<file path="src/rtl/fwd_pkg.sv">
// Shared types and helpers for the forwarding / hazard unit.
// The entry struct stores rd zero-extended to FWD_MAX_AW bits, so any
// register-index width up to FWD_MAX_AW fits the same type.
package fwd_pkg;

  localparam int FWD_MAX_AW = 8;

  // Select value meaning "take the operand from the register file".
  localparam int FWD_SEL_RF = 0;

  typedef struct packed {
    logic                  valid;
    logic                  regwrite;
    logic                  is_load;
    logic [FWD_MAX_AW-1:0] rd;
  } fwdEntry_t;

  // Ceiling log2, used at elaboration time for select widths.
  function automatic int clog2(input int value);
    int result;
    int rem;
    result = 0;
    rem    = value - 1;
    while (rem > 0) begin
      result = result + 1;
      rem    = rem >> 1;
    end
    return result;
  endfunction

endpackage

</file>
<file path="src/rtl/fwd_src_match.sv">
// Per-operand matcher: priority-encodes the shadow-pipeline stages for the
// operand currently in EX (forwarding select) and for the operand waiting in
// ID (load-use stall request). Index 0 is the youngest stage in both cases.
module fwd_src_match
  import fwd_pkg::*;
#(
  parameter int FWD_DEPTH  = 2,
  parameter int REG_AW     = 5,
  parameter int LOAD_READY = 2,
  parameter int SELW       = 2
) (
  input  fwdEntry_t          entries [FWD_DEPTH+1],
  input  logic [REG_AW-1:0]  exSrc,
  input  logic               exUsed,
  input  logic [REG_AW-1:0]  idSrc,
  input  logic               idUsed,
  output logic [SELW-1:0]    fwdSel,
  output logic               stallReq
);

  // EX operands forward from post-EX stages only; ID operands look at every
  // stage that will still be forwardable-or-pending one cycle from now.
  logic [FWD_DEPTH:1]   exHit;
  logic [FWD_DEPTH-1:0] idHit;

  genvar gi;
  generate
    for (gi = 1; gi <= FWD_DEPTH; gi++) begin : g_ex_hit
      assign exHit[gi] = exUsed & entries[gi].valid & entries[gi].regwrite &
                         (entries[gi].rd != '0) &
                         (entries[gi].rd == FWD_MAX_AW'(exSrc));
    end
    for (gi = 0; gi < FWD_DEPTH; gi++) begin : g_id_hit
      assign idHit[gi] = idUsed & entries[gi].valid & entries[gi].regwrite &
                         (entries[gi].rd != '0) &
                         (entries[gi].rd == FWD_MAX_AW'(idSrc));
    end
  endgenerate

  // Smallest usable stage wins; scanning oldest-first lets the youngest overwrite.
  always_comb begin
    fwdSel = SELW'(FWD_SEL_RF);
    for (int k = FWD_DEPTH; k >= 1; k--) begin
      if (exHit[k] && (!entries[k].is_load || k >= LOAD_READY)) begin
        fwdSel = SELW'(k);
      end
    end
  end

  // The youngest matching producer decides; stall only if it is a load whose
  // data will still be out of reach after it advances one stage.
  always_comb begin
    stallReq = 1'b0;
    for (int s = FWD_DEPTH - 1; s >= 0; s--) begin
      if (idHit[s]) begin
        stallReq = entries[s].is_load && (s + 1 < LOAD_READY);
      end
    end
  end

endmodule

</file>
<file path="src/rtl/fwd_hazard_unit.sv">
// Forwarding and load-use hazard unit. Keeps a shadow copy of the register
// writers in EX and the FWD_DEPTH stages after it, drives the EX operand
// mux selects and the ID/IF hold.
// Optional statistics counters: define FWD_HAZARD_STATS_EN.
module fwd_hazard_unit
  import fwd_pkg::*;
#(
  parameter  int NUM_SRC    = 2,
  parameter  int FWD_DEPTH  = 2,
  parameter  int REG_AW     = 5,
  parameter  int LOAD_READY = 2,
  localparam int SELW       = clog2(FWD_DEPTH + 1)
) (
  input  logic                      clk,
  input  logic                      rst,
  input  logic                      pipe_hold,
  input  logic                      flush,
  input  logic                      id_valid,
  input  logic                      id_regwrite,
  input  logic                      id_is_load,
  input  logic [REG_AW-1:0]         id_rd,
  input  logic [NUM_SRC*REG_AW-1:0] id_src,
  input  logic [NUM_SRC-1:0]        id_src_used,
  output logic                      stall,
  output logic [NUM_SRC*SELW-1:0]   ex_fwd_sel
`ifdef FWD_HAZARD_STATS_EN
  ,
  output logic [31:0]               stat_stall_cnt,
  output logic [31:0]               stat_fwd_cnt
`endif
);

  fwdEntry_t                 entryReg  [FWD_DEPTH+1];
  fwdEntry_t                 entryNext [FWD_DEPTH+1];
  logic [NUM_SRC*REG_AW-1:0] exSrcReg, exSrcNext;
  logic [NUM_SRC-1:0]        exUsedReg, exUsedNext;
  logic [NUM_SRC-1:0]        stallReqVec;

  genvar gi;
  generate
    for (gi = 0; gi < NUM_SRC; gi++) begin : g_src
      fwd_src_match #(
        .FWD_DEPTH  (FWD_DEPTH),
        .REG_AW     (REG_AW),
        .LOAD_READY (LOAD_READY),
        .SELW       (SELW)
      ) u_match (
        .entries  (entryReg),
        .exSrc    (exSrcReg[gi*REG_AW +: REG_AW]),
        .exUsed   (exUsedReg[gi]),
        .idSrc    (id_src[gi*REG_AW +: REG_AW]),
        .idUsed   (id_src_used[gi]),
        .fwdSel   (ex_fwd_sel[gi*SELW +: SELW]),
        .stallReq (stallReqVec[gi])
      );
    end
  endgenerate

  // A redirect kills the ID instruction, so it can never cause a hold.
  assign stall = id_valid & ~flush & (|stallReqVec);

  // Next shadow-pipeline contents: shift, insert ID (or a bubble), apply flush.
  always_comb begin
    for (int k = 0; k < FWD_DEPTH; k++) begin
      entryNext[k+1] = entryReg[k];
    end
    entryNext[0].valid    = id_valid;
    entryNext[0].regwrite = id_valid & id_regwrite;
    entryNext[0].is_load  = id_valid & id_is_load;
    entryNext[0].rd       = FWD_MAX_AW'(id_rd);
    exSrcNext             = id_src;
    exUsedNext            = id_src_used;
    // The instruction leaving EX is on the wrong path too.
    if (flush) begin
      entryNext[1] = '0;
    end
    if (flush || stall) begin
      entryNext[0] = '0;
      exUsedNext   = '0;
    end
  end

  // State register; a pipeline freeze holds everything in place.
  always_ff @(posedge clk or posedge rst) begin
    if (rst) begin
      for (int k = 0; k <= FWD_DEPTH; k++) begin
        entryReg[k] <= '0;
      end
      exSrcReg  <= '0;
      exUsedReg <= '0;
    end else if (!pipe_hold) begin
      entryReg  <= entryNext;
      exSrcReg  <= exSrcNext;
      exUsedReg <= exUsedNext;
    end
  end

`ifdef FWD_HAZARD_STATS_EN
  logic [31:0] stallCntReg;
  logic [31:0] fwdCntReg;
  logic [31:0] fwdOpsNow;
  logic [32:0] fwdSum;

  // Number of EX operands taking a forwarded value this cycle.
  always_comb begin
    fwdOpsNow = '0;
    for (int i = 0; i < NUM_SRC; i++) begin
      if (ex_fwd_sel[i*SELW +: SELW] != SELW'(FWD_SEL_RF)) begin
        fwdOpsNow = fwdOpsNow + 32'd1;
      end
    end
  end

  assign fwdSum = {1'b0, fwdCntReg} + {1'b0, fwdOpsNow};

  // Saturating event counters, advanced only on non-held cycles.
  always_ff @(posedge clk or posedge rst) begin
    if (rst) begin
      stallCntReg <= '0;
      fwdCntReg   <= '0;
    end else if (!pipe_hold) begin
      if (stall && (stallCntReg != '1)) begin
        stallCntReg <= stallCntReg + 32'd1;
      end
      fwdCntReg <= fwdSum[32] ? '1 : fwdSum[31:0];
    end
  end

  assign stat_stall_cnt = stallCntReg;
  assign stat_fwd_cnt   = fwdCntReg;
`endif

endmodule

</file>
<file path="config.mk">
export PLATFORM = sky130hd
export DESIGN_NAME = fwd_hazard_unit
export DESIGN_NICKNAME = d
export VERILOG_FILES = /design/src/rtl/fwd_pkg.sv /design/src/rtl/fwd_src_match.sv /design/src/rtl/fwd_hazard_unit.sv
export SDC_FILE = /design/constraint.sdc
export NUM_CORES = 1
export LEC_CHECK = 0
export BUFFER_PORTS_ARGS = -buffer_cell sky130_fd_sc_hd__buf_2
export CORE_MARGIN = 1.5
export CORE_UTILIZATION = 56
export CTS_CLUSTER_DIAMETER = 150
export DETAILED_ROUTE_END_ITERATION = 6
export GPL_TIMING_DRIVEN = 1
export MAX_ROUTING_LAYER = met4
export PLACE_DENSITY = 0.84
export SLEW_MARGIN = 20
export SYNTH_ARGS = -nofsm -noshare
export SYNTH_HDL_FRONTEND = slang
export SYNTH_SLANG_ARGS = --single-unit
export TNS_END_PERCENT = 1
</file>
<file path="constraint.sdc">
create_clock -name clk -period 1.8 [get_ports clk]
set_input_delay 0.09 -clock clk [delete_from_list [all_inputs] [get_ports clk]]
set_output_delay 0.09 -clock clk [all_outputs]
set_load 0.02 [all_outputs]
</file>
==> key figures, run 1 <==
Final layout
  – Fin util: 0.739
  – Layout Cells excl Fill: approximately 270
  – # diodes: 0
  – Area of the multi-input gates: 983 µm²
  – Layout cells sized above 1: 0.321
  – Register area: 876 µm²
  – Layout area overhead: 22.9%
  – FILL cells: ~240
  – Nets: 246

Status
  – Status: complete, but fails checks
  – Failing checks: negative setup slack

Detailed routing
  – # DRC: 0
  – WL/cell: between 15 and 20 µm
  – Via count: roughly 1500
  – Initial DRC count: approximately 40
  – Final ANT Viol Nets: 0
  – Drt pass-1 iters: 4
  – Final WL: 4260 µm
  – Post-DR vias/cell: approximately 5.7

Clock tree
  – Clock H-tree levels: 2
  – CTS tree: done
  – Cts bufs inserted: 5
  – Root buffer cell: clkbuf_4
  – Clock Path Buffers: 2
  – Sink Count: 35
  – Clk Latency, worst-skew pair: 340 ps
  – Clock transition at path regs: around 100 ps

Synth
  – Adder-Cell Fraction of Synth Area: 0
  – Post-synthesis compound-gate area fraction: 0.117
  – Synth Cell Area: 0.00187 mm²
  – Largest family of logic cells by synthesized area: XOR/XNOR gates
  – Synth unique cells: 28
  – Sequential area share after synthesis: 0.469
  – Syn Area/Cell: approximately 11 µm²
  – Synth Net Count: approximately 200
  – Simple-gate portion of the synthesized area: 0.139
  – Warnings from Yosys: 0
  – Cells after synthesis: between 150 and 200
  – Xor and xnor area share after synthesis: 0.141
  – #FFs+latches synth: 35
  – Multiplexer share of the synthesized area: 0.103

Die
  – I/O pin cnt: 29
  – Die footprint: between 0.003 and 0.004 mm²
  – Die height: just over 60 µm
  – Die width: 60.7 µm
  – Core ar.: between 0.003 and 0.004 mm²
  – Row cnt: 20
  – Effective utilization at floorplan: 0.601

STA
  – Slew Viols, Final: 0
  – Final setup viols: 5
  – Slew margin rel.: 0.528
  – Clock skew: approximately 6.7 ps
  – Tcrit/Tclk final: 1.11
  – Setup WS post-layout: -191 ps
  – F_max: between 0.5 and 0.6 GHz
  – Tmin final: 1990 ps
  – RSZ-0062 raised after global routing: yes
  – Pin slew with the least headroom to its limit: 706 ps
  – Endpoints failing hold: 0

Power
  – Peak supply drop: approximately 0.52 mV
  – Leakage: roughly 0.96 nW
  – Power per cell area: 761 mW/mm²

Global route
  – Initial antenna violation count: 0
  – Largest net degree at the start of global routing: 36
  – First-pass GRT wire length: between 7000 and 8000 µm
  – GRT overflow: 0
  – Overall Global Routing Usage: 0.276
  – Vias in the first global route: around 1500

Run
  – Max-cap violations: 0

Worst setup path
  – Critical path capture point type: output pin
  – Crit-path max FO: 2
  – CP Launch Type: register
  – Crit path kind: register to output pin
  – CP Data Arrival Time: 1900 ps
  – Worst path required time: approximately 1700 ps

Place
  – DPL Wire Length: between 3000 and 4000 µm
  – Placed insts: approximately 250
  – Final GP Congestion: a little under 0.9
  – PortBufs: 28

Min path
  – Min-Delay Path Class: primary input to register
worst max-delay path: stages, from the launching register on:
cell and delay [ps]:
dfrtp_1 390, or4_4 550, o2111ai_4 230, nor3_2 80, nor3_1 120, buf_2 190
report_power, final:
part           switching, W  total [W]  internal, W
Sequential        0.0000936   0.000960     0.000867
Combinational      0.000184   0.000401     0.000216
Clock              0.000245   0.000383     0.000139
Total              0.000523    0.00174      0.00122
timing repair:
item / in CTS / in global routing
pin swaps: 6 / 2
resized for setup: 6 / 2
endpoints found under the hold margin: 43 / 0
setup buffers: 0 / 2
endpoints found under the setup margin: 5 / 5
hold buffers: 9 / 0
final timing paths:
| check | from | endpoint | slack (ps) | cells after the start |
|---|---|---|---|---|
| max | entryNext[1] | ex_fwd_sel[3] | -190 | 5 |
| min | id_src[3] | exSrcReg[3] | 7 | 2 |
| max reg2reg | entryReg[22] | entryReg[31] | 130 | 5 |
| min reg2reg | entryNext[8] | entryNext[8] | 500 | 2 |
| max in group asynchronous | rst | entryReg[9] | 1090 | 4 |
| min in group asynchronous | rst | exSrcReg[3] | 380 | 4 |
cell type report:
| cell class | count | share of cell area |
|---|---|---|
| clock buffers | 6 | 0.0180 |
| well taps | 44 | 0.0240 |
| multi-input cells | 127 | 0.429 |
| inverters | 4 | 0.00655 |
| repair buffers | 49 | 0.141 |
| flip-flops and latches | 35 | 0.382 |
layout by cell type, fill, tap and decap left out, drive strengths merged:
cell	instances
buf	40
dfrtp	35
xnor2	22
nand2	18
o21ai	18
mux2	17
dlygate4sd3	9
a32oi	8
xor2	8
nand2b	7
nand4	6
clkbuf	6
inv	4
nor3	4
or4	3
o2111ai	2
a22oi	2
nor4	2
nand3	2
nor3b	2
o22ai	1
or2b	1
nor2b	1
o211ai	1
nor2	1
nand3b	1
synth_stat cells (all sizes together):
cell / count / area share
buf: 2 / 0.0087
nand3b: 1 / 0.0040
xnor2: 22 / 0.10
or2b: 1 / 0.0040
nand2: 18 / 0.036
nand3: 2 / 0.0054
xor2: 8 / 0.038
a22oi: 2 / 0.0080
o22ai: 1 / 0.0034
clkbuf: 7 / 0.014
o2111ai: 2 / 0.016
o211ai: 1 / 0.0040
o21ai: 18 / 0.048
nor3: 4 / 0.011
nand4: 6 / 0.020
nand2b: 7 / 0.023
dfrtp: 35 / 0.47
inv: 4 / 0.0080
nor3b: 2 / 0.011
nor4: 2 / 0.0067
mux2: 17 / 0.10
nor2b: 1 / 0.0034
a32oi: 8 / 0.038
nor2: 1 / 0.0020
or4: 3 / 0.012
cell families after synthesis:
family,Yosys count
buffers and inverters,13
and+or+nand+nor,48
xor gates and xnor gates,30
AOI/OAI and AO/OA,32
DFF,35
muxes,17
sequential cells by signal, summed over array words and instances (netlist names):
name,cells
entryReg,15
exSrcReg,10
entryNext,8
exUsedReg,2
metrics by stage:
stage               area, µm²  worst slack, ps  power, W  setup TNS [ps]  hold WS (ps)
CTS                      2270             -215   0.00175            -761          3.20
detailed placement       2100              100   0.00134               0           204
global route             2290             -282   0.00183            -888          5.81
finish                   2290             -191   0.00174            -498          7.07
global placement         2100              125   0.00131               0           196
floorplan                1870             -100   0.00120            -100           217
per-layer routing:
layer / GRT usage / part of all wire
met1: 0.354 / 0.42
met2: 0.432 / 0.51
met3: 0.0640 / 0.045
met4: 0.0994 / 0.020
met5: - / 0
Power figures use the tool's default switching activity.
==> inputs of run 2 (changes only) <==
--- a/config.mk
+++ b/config.mk
@@ -13,8 +13,10 @@
 export GPL_TIMING_DRIVEN = 1
 export MAX_ROUTING_LAYER = met4
 export PLACE_DENSITY = 0.84
+export SKIP_CTS_REPAIR_TIMING = 1
 export SLEW_MARGIN = 20
 export SYNTH_ARGS = -nofsm -noshare
 export SYNTH_HDL_FRONTEND = slang
+export SYNTH_HIERARCHICAL = 1
 export SYNTH_SLANG_ARGS = --single-unit
 export TNS_END_PERCENT = 1
==> key figures, run 2 <==
Status
  – Status: complete, but fails checks
  – Failing checks: negative hold slack, negative setup slack

Synth
  – Synth Cell Area: 0.00192 mm² (+2.7%)
  – Warnings from Yosys: 6 (+6)
  – Syn Area/Cell: 11.7 µm² (+9.6%)
  – Cells after synthesis: 164 (-6.3%)

Min path
  – Min-Delay Path Class: primary input to register

Detailed routing
  – Post-DR vias/cell: 5.49 (-3.4%)
  – Met2 WL post-DR: 2220 µm (+1.3%)
  – Via count: 1488 (-1.3%)
  – Initial DRC count: 65 (+59%)
  – Final WL: 4290 µm (+0.59%)
  – Drt pass-1 iters: 4 (unchanged)
  – Final ANT Viol Nets: 0 (unchanged)
  – DR top layer: met4
  – WL met3: 204 µm (+7.4%)
  – Met1 WL: 1770 µm (-1.3%)
  – # DRC: 0 (unchanged)
  – WL/cell: 15.8 µm (-1.6%)

Power
  – Peak supply drop: 0.566 mV (+7.8%)
  – Net Switching: 0.000506 W (-3.2%)
  – Sequential power share: 0.548 (-0.002)
  – Clock network power share: 0.259 (+0.039)
  – Leakage: 1.01 nW (+5.1%)
  – Internal Power: 0.00121 W (-0.60%)
  – Combinational Power Share: 0.192 (-0.038)
  – Power Total: 0.00172 W (-1.4%)
  – Power per cell area: 724 mW/mm² (-4.9%)
  – Switch share: 0.294 (-0.00561)

Final layout
  – Most frequent cells in the layout: dfrtp_1, buf_2, conb_1, xnor2_1, mux2_2
  – Most common cell after layout, fill and taps aside: dfrtp_1
  – Largest Register: entryReg
  – Layout Cells excl Fill: 271 (+2.3%)
  – Layout cells sized above 1: 0.391 (+0.0698)
  – Nets: 249 (+1.2%)
  – Layout area overhead: 24.1%
  – Max FFs per register: 15 (unchanged)
  – # diodes: 0 (unchanged)

Clock tree
  – Clock transition at path regs: 110 ps (about the same)
  – Clk Latency, worst-skew pair: 350 ps (about the same)
  – Sink Count: 35 (unchanged)
  – Clock H-tree levels: 2 (unchanged)
  – Cts bufs inserted: 5 (unchanged)
  – Clock Path Buffers: 2 (unchanged)
  – Root buffer cell: clkbuf_4
  – CTS tree: done

Place
  – DPL Wire Length: 3040 µm (-1.3%)
  – Final GP Congestion: 0.862 (-1.2%)
  – Placed insts: 257 (+3.6%)
  – PortBufs: 28 (unchanged)

Worst setup path
  – Worst path required time: 1710 ps (about the same)
  – Critical path capture point type: output pin
  – CP Launch Type: register
  – CP Data Arrival Time: 1910 ps (about the same)
  – Crit path kind: register to output pin
  – Crit-path max FO: 6 (+4)

STA
  – Clock skew: 6.58 ps (-0.131 ps)
  – RSZ-0062 raised after global routing: yes
  – Hold slack: -4.73 ps (-11.8 ps)
  – Endpoints failing hold: 1 (+1)
  – Tmin final: 2000 ps (+7.67 ps)
  – Slew Viols, Final: 0 (unchanged)
  – Final setup viols: 7 (+2)
  – Sum Neg Setup Slack: -406 ps (+92.2 ps)
  – Tcrit/Tclk final: 1.11 (+0.00426)
  – F_max: 0.500 GHz (-0.38%)
  – Setup WS post-layout: -199 ps (-7.67 ps)

Global route
  – Vias in the first global route: 1337 (-9.7%)
  – Initial antenna violation count: 0 (unchanged)
  – Largest net degree at the start of global routing: 36 (unchanged)
  – Overall Global Routing Usage: 0.250 (-0.0266)
  – First-pass GRT wire length: 6450 µm (-9.0%)
  – GRT overflow: 0 (unchanged)

Die
  – Die height: 61.5 µm (+1.3%)
  – Die footprint: 0.00378 mm² (+2.6%)
  – Effective utilization at floorplan: 0.579 (-0.0226)
  – Row cnt: 21 (+5.0%)
  – Die width: 61.5 µm (+1.3%)
  – I/O pin cnt: 29 (unchanged)
  – Core ar.: 0.00331 mm² (+6.7%)

Run
  – Max-cap violations: 0 (unchanged)
-- run 2: final timing paths --
path,from,endpoint,slack (ps),depth (start not counted)
max,entryReg[23],stall,-200,7
min,id_regwrite,entryReg[31],-5,2
max reg2reg,entryReg[22],entryReg[30],-40,7
min reg2reg,entryReg[9],entryReg[9],540,1
max in group asynchronous,rst,entryNext[1],1110,4
min in group asynchronous,rst,entryReg[26],360,4
-- run 2: metal layers --
metal	vias to the layer above	global-route usage
met5	-	-
met4	0	0.100
met3	10	0.0630
met2	49	0.383
met1	717	0.316
li1	712	-
-- run 2: per-stage QoR --
| step | setup slack (ps) | utilization | cell area (µm²) | hold slack [ps] |
|---|---|---|---|---|
| CTS | -220 | 0.677 | 2240 | -177 |
| floorplan | 108 | - | 1990 | 197 |
| finish | -199 | 0.718 | 2380 | -4.73 |
| global placement | 53.9 | 0.660 | 2190 | 201 |
| detailed placement | 4.19 | 0.660 | 2190 | 204 |
| global route | -297 | 0.718 | 2380 | 6.21 |
-- run 2: power by group through the flow --
stage	sequential [W]	combinational (W)	clock [W]
after global routing	0.000955	0.000365	0.000478
after floorplan	0.000925	0.000234	0
after detailed placement	0.000950	0.000299	0
final	0.000943	0.000331	0.000446
after global placement	0.000947	0.000287	0
after CTS	0.000934	0.000300	0.000449
-- run 2: area by class of cell --
class	instances	area, µm²
Sequential cell	35	883
Clock buffer	6	51.3
Tap cell	46	57.6
Inverter	1	3.75
Clock inverter	1	5.00
Timing Repair Buffer	43	282
Fill cell	248	933
Multi-Input combinational cell	139	1090
-- run 2: worst max-delay path, stage by stage, from the launching register on --
cell	delay, ps
dfrtp_2	480
nor4_1	90
nor3_1	140
a21oi_1	70
nor4_2	380
o21ai_2	120
nor2_1	130
buf_4	150
==> inputs of run 3 (changes only) <==
--- a/config.mk
+++ b/config.mk
@@ -7,12 +7,12 @@
 export LEC_CHECK = 0
 export BUFFER_PORTS_ARGS = -buffer_cell sky130_fd_sc_hd__buf_2
 export CORE_MARGIN = 1.5
-export CORE_UTILIZATION = 56
+export CORE_UTILIZATION = 49
 export CTS_CLUSTER_DIAMETER = 150
 export DETAILED_ROUTE_END_ITERATION = 6
 export GPL_TIMING_DRIVEN = 1
 export MAX_ROUTING_LAYER = met4
-export PLACE_DENSITY = 0.84
+export PLACE_DENSITY = 0.75
 export SKIP_CTS_REPAIR_TIMING = 1
 export SLEW_MARGIN = 20
 export SYNTH_ARGS = -nofsm -noshare
==> constraint.sdc (replaced) <==
create_clock -name clk -period 1.8 [get_ports clk]
set_input_delay 0.09 -clock clk [delete_from_list [all_inputs] [get_ports clk]]
set_output_delay 0.09 -clock clk [all_outputs]
set_load 0.1 [all_outputs]
==> key figures, run 3 (synthesis results as in run 2) <==
Worst setup path
  – CP Launch Type: register
  – Path depth of the worst reg2reg path: 7 (unchanged)
  – RR Endpoint: entryReg[22]
  – CP Data Arrival Time: 2020 ps (+110 ps)
  – Worst reg2reg startpoint: entryReg[23]
  – Worst path required time: 1710 ps (about the same)
  – Critical path capture point type: output pin
  – Crit-path max FO: 6 (unchanged)
  – Crit path kind: register to output pin
  – Worst reg2reg setup slack: -100 ps (-60 ps)

Die
  – I/O pin cnt: 29 (unchanged)
  – Die height: 65.5 µm (+6.6%)
  – Core ar.: 0.00372 mm² (+12%)
  – Row cnt: 22 (+4.8%)
  – Effective utilization at floorplan: 0.515 (-0.0631)
  – Die width: 65.5 µm (+6.6%)
  – Die footprint: 0.00429 mm² (+14%)

STA
  – Endpoints failing hold: 0 (-1)
  – F_max: 0.475 GHz (-5.1%)
  – Slew Viols, Final: 0 (unchanged)
  – Tmin final: 2110 ps (+107 ps)
  – Final setup viols: 9 (+2)
  – RSZ-0062 raised after global routing: yes
  – Tcrit/Tclk final: 1.17 (+0.0596)
  – Clock skew: 7.95 ps (+1.37 ps)
  – Setup WS post-layout: -306 ps (-107 ps)

Final layout
  – Largest Register: entryReg
  – FILL cells: 286 (+15%)
  – Most frequent cells in the layout: dfrtp_1, buf_2, conb_1
  – Layout area overhead: 32.6%
  – Nets: 249 (unchanged)
  – Layout cells sized above 1: 0.429 (+0.0381)
  – Most common cell after layout, fill and taps aside: dfrtp_1
  – Max FFs per register: 15 (unchanged)
  – Layout Cells excl Fill: 274 (+1.1%)
  – # diodes: 0 (unchanged)

Clock tree
  – Root buffer cell: clkbuf_8
  – CTS tree: done
  – Clock H-tree levels: 2 (unchanged)
  – Sink Count: 35 (unchanged)
  – Clock transition at path regs: 80 ps (-30 ps)
  – Clk Latency, worst-skew pair: 300 ps (-50 ps)
  – Cts bufs inserted: 5 (unchanged)
  – Clock Path Buffers: 2 (unchanged)

Min path
  – Min-Delay Path Class: primary input to register
  – HP Start: id_is_load
  – Worst Hold Path Cells: 2 (unchanged)
  – Min-Delay Endpoint: entryReg[30]

Detailed routing
  – Post-DR vias/cell: 5.53 (+0.63%)
  – Final ANT Viol Nets: 0 (unchanged)
  – # DRC: 0 (unchanged)
  – Via count: 1514 (+1.7%)
  – Drt pass-1 iters: 4 (unchanged)
  – WL/cell: 16.7 µm (+5.6%)
  – Final WL: 4580 µm (+6.8%)
  – Initial DRC count: 82 (+26%)

Global route
  – Overall Global Routing Usage: 0.241 (-0.00902)
  – First-pass GRT wire length: 7270 µm (+13%)
  – Largest net degree at the start of global routing: 36 (unchanged)
  – Vias in the first global route: 1547 (+16%)
  – Initial antenna violation count: 0 (unchanged)
  – GRT overflow: 0 (unchanged)

Power
  – Power per cell area: 802 mW/mm² (+11%)
  – Leakage: 1.09 nW (+8.2%)
  – Peak supply drop: 0.637 mV (+13%)

Place
  – DPL Wire Length: 3300 µm (+8.5%)
  – Post-place setup slack: -104 ps (-108 ps)
  – Final GP Congestion: 0.850 (-1.4%)
  – PortBufs: 28 (unchanged)
  – Placed insts: 259 (+0.78%)

Run
  – Max-cap violations: 0 (unchanged)

Status
  – Failing checks: negative setup slack
  – Status: complete, but fails checks
-- run 3: cell count changes in the layout (fill, tap and decap cells not counted), moves of 3 or more --
| cell | delta |
|---|---|
| clkbuf_4 | -5 |
| nor3_2 | -3 |
| buf_12 | +5 |
| dlygate4sd3_1 | -6 |
| clkbuf_8 | +5 |
-- run 3: how the worst max path moves through the flow --
stage | from | to | slack, ps | cells past startpoint
finish | entryReg[23] | stall | -310 | 7
CTS | entryReg[22] | stall | -430 | 8
detailed placement | entryReg[22] | stall | -100 | 8
global placement | entryReg[22] | stall | 50 | 7
global route | entryReg[23] | stall | -390 | 7
floorplan | entryNext[10] | ex_fwd_sel[1] | -190 | 4
-- run 3: power by group --
part           total [W]  internal (W)  switching [W]
Clock           0.000751      0.000448       0.000302
Sequential      0.000943      0.000850      0.0000936
Combinational   0.000345      0.000183       0.000162
Total            0.00204       0.00148       0.000558
-- run 3: metal layers --
| metal | share of wire | wire length [µm] | vias up | GRT usage |
|---|---|---|---|---|
| met5 | 0 | 0 | - | - |
| met4 | 0.030 | 138 | 0 | 0.107 |
| met3 | 0.045 | 208 | 11 | 0.0634 |
| met2 | 0.52 | 2400 | 40 | 0.397 |
| met1 | 0.40 | 1830 | 752 | 0.277 |
| li1 | - | - | 711 | - |
-- run 3: final cells by class --
cell class,count,area (µm²),share of cell area
Timing Repair Buffer,43,338,0.133
Clock inverter,2,35.0,0.0138
Multi-Input combinational cell,139,1140,0.448
Inverter,1,3.75,0.00148
Tap cell,48,60.1,0.0236
Sequential cell,35,883,0.348
Clock buffer,6,82.6,0.0325
-- run 3: metrics by stage --
step | TNS, ps | area [µm²] | total power (W) | utilization | hold slack, ps
6_report | -825 | 2540 | 0.00204 | 0.684 | 40.3
5_1_grt | -1950 | 2540 | 0.00212 | 0.684 | 36.3
4_1_cts | -1470 | 2410 | 0.00200 | 0.649 | -102
3_5_place_dp | -711 | 2290 | 0.00126 | 0.617 | 209
3_3_place_gp | 0 | 2290 | 0.00124 | 0.617 | 202
2_1_floorplan | -513 | 2020 | 0.00117 | - | 197
-- run 3: critical path, stage by stage, from the launching register on --
cell	delay, ps
dfrtp_2	470
xnor2_1	200
nand4_1	190
nor4_4	350
o21ai_2	110
buf_6	140
nor2_4	90
buf_12	180
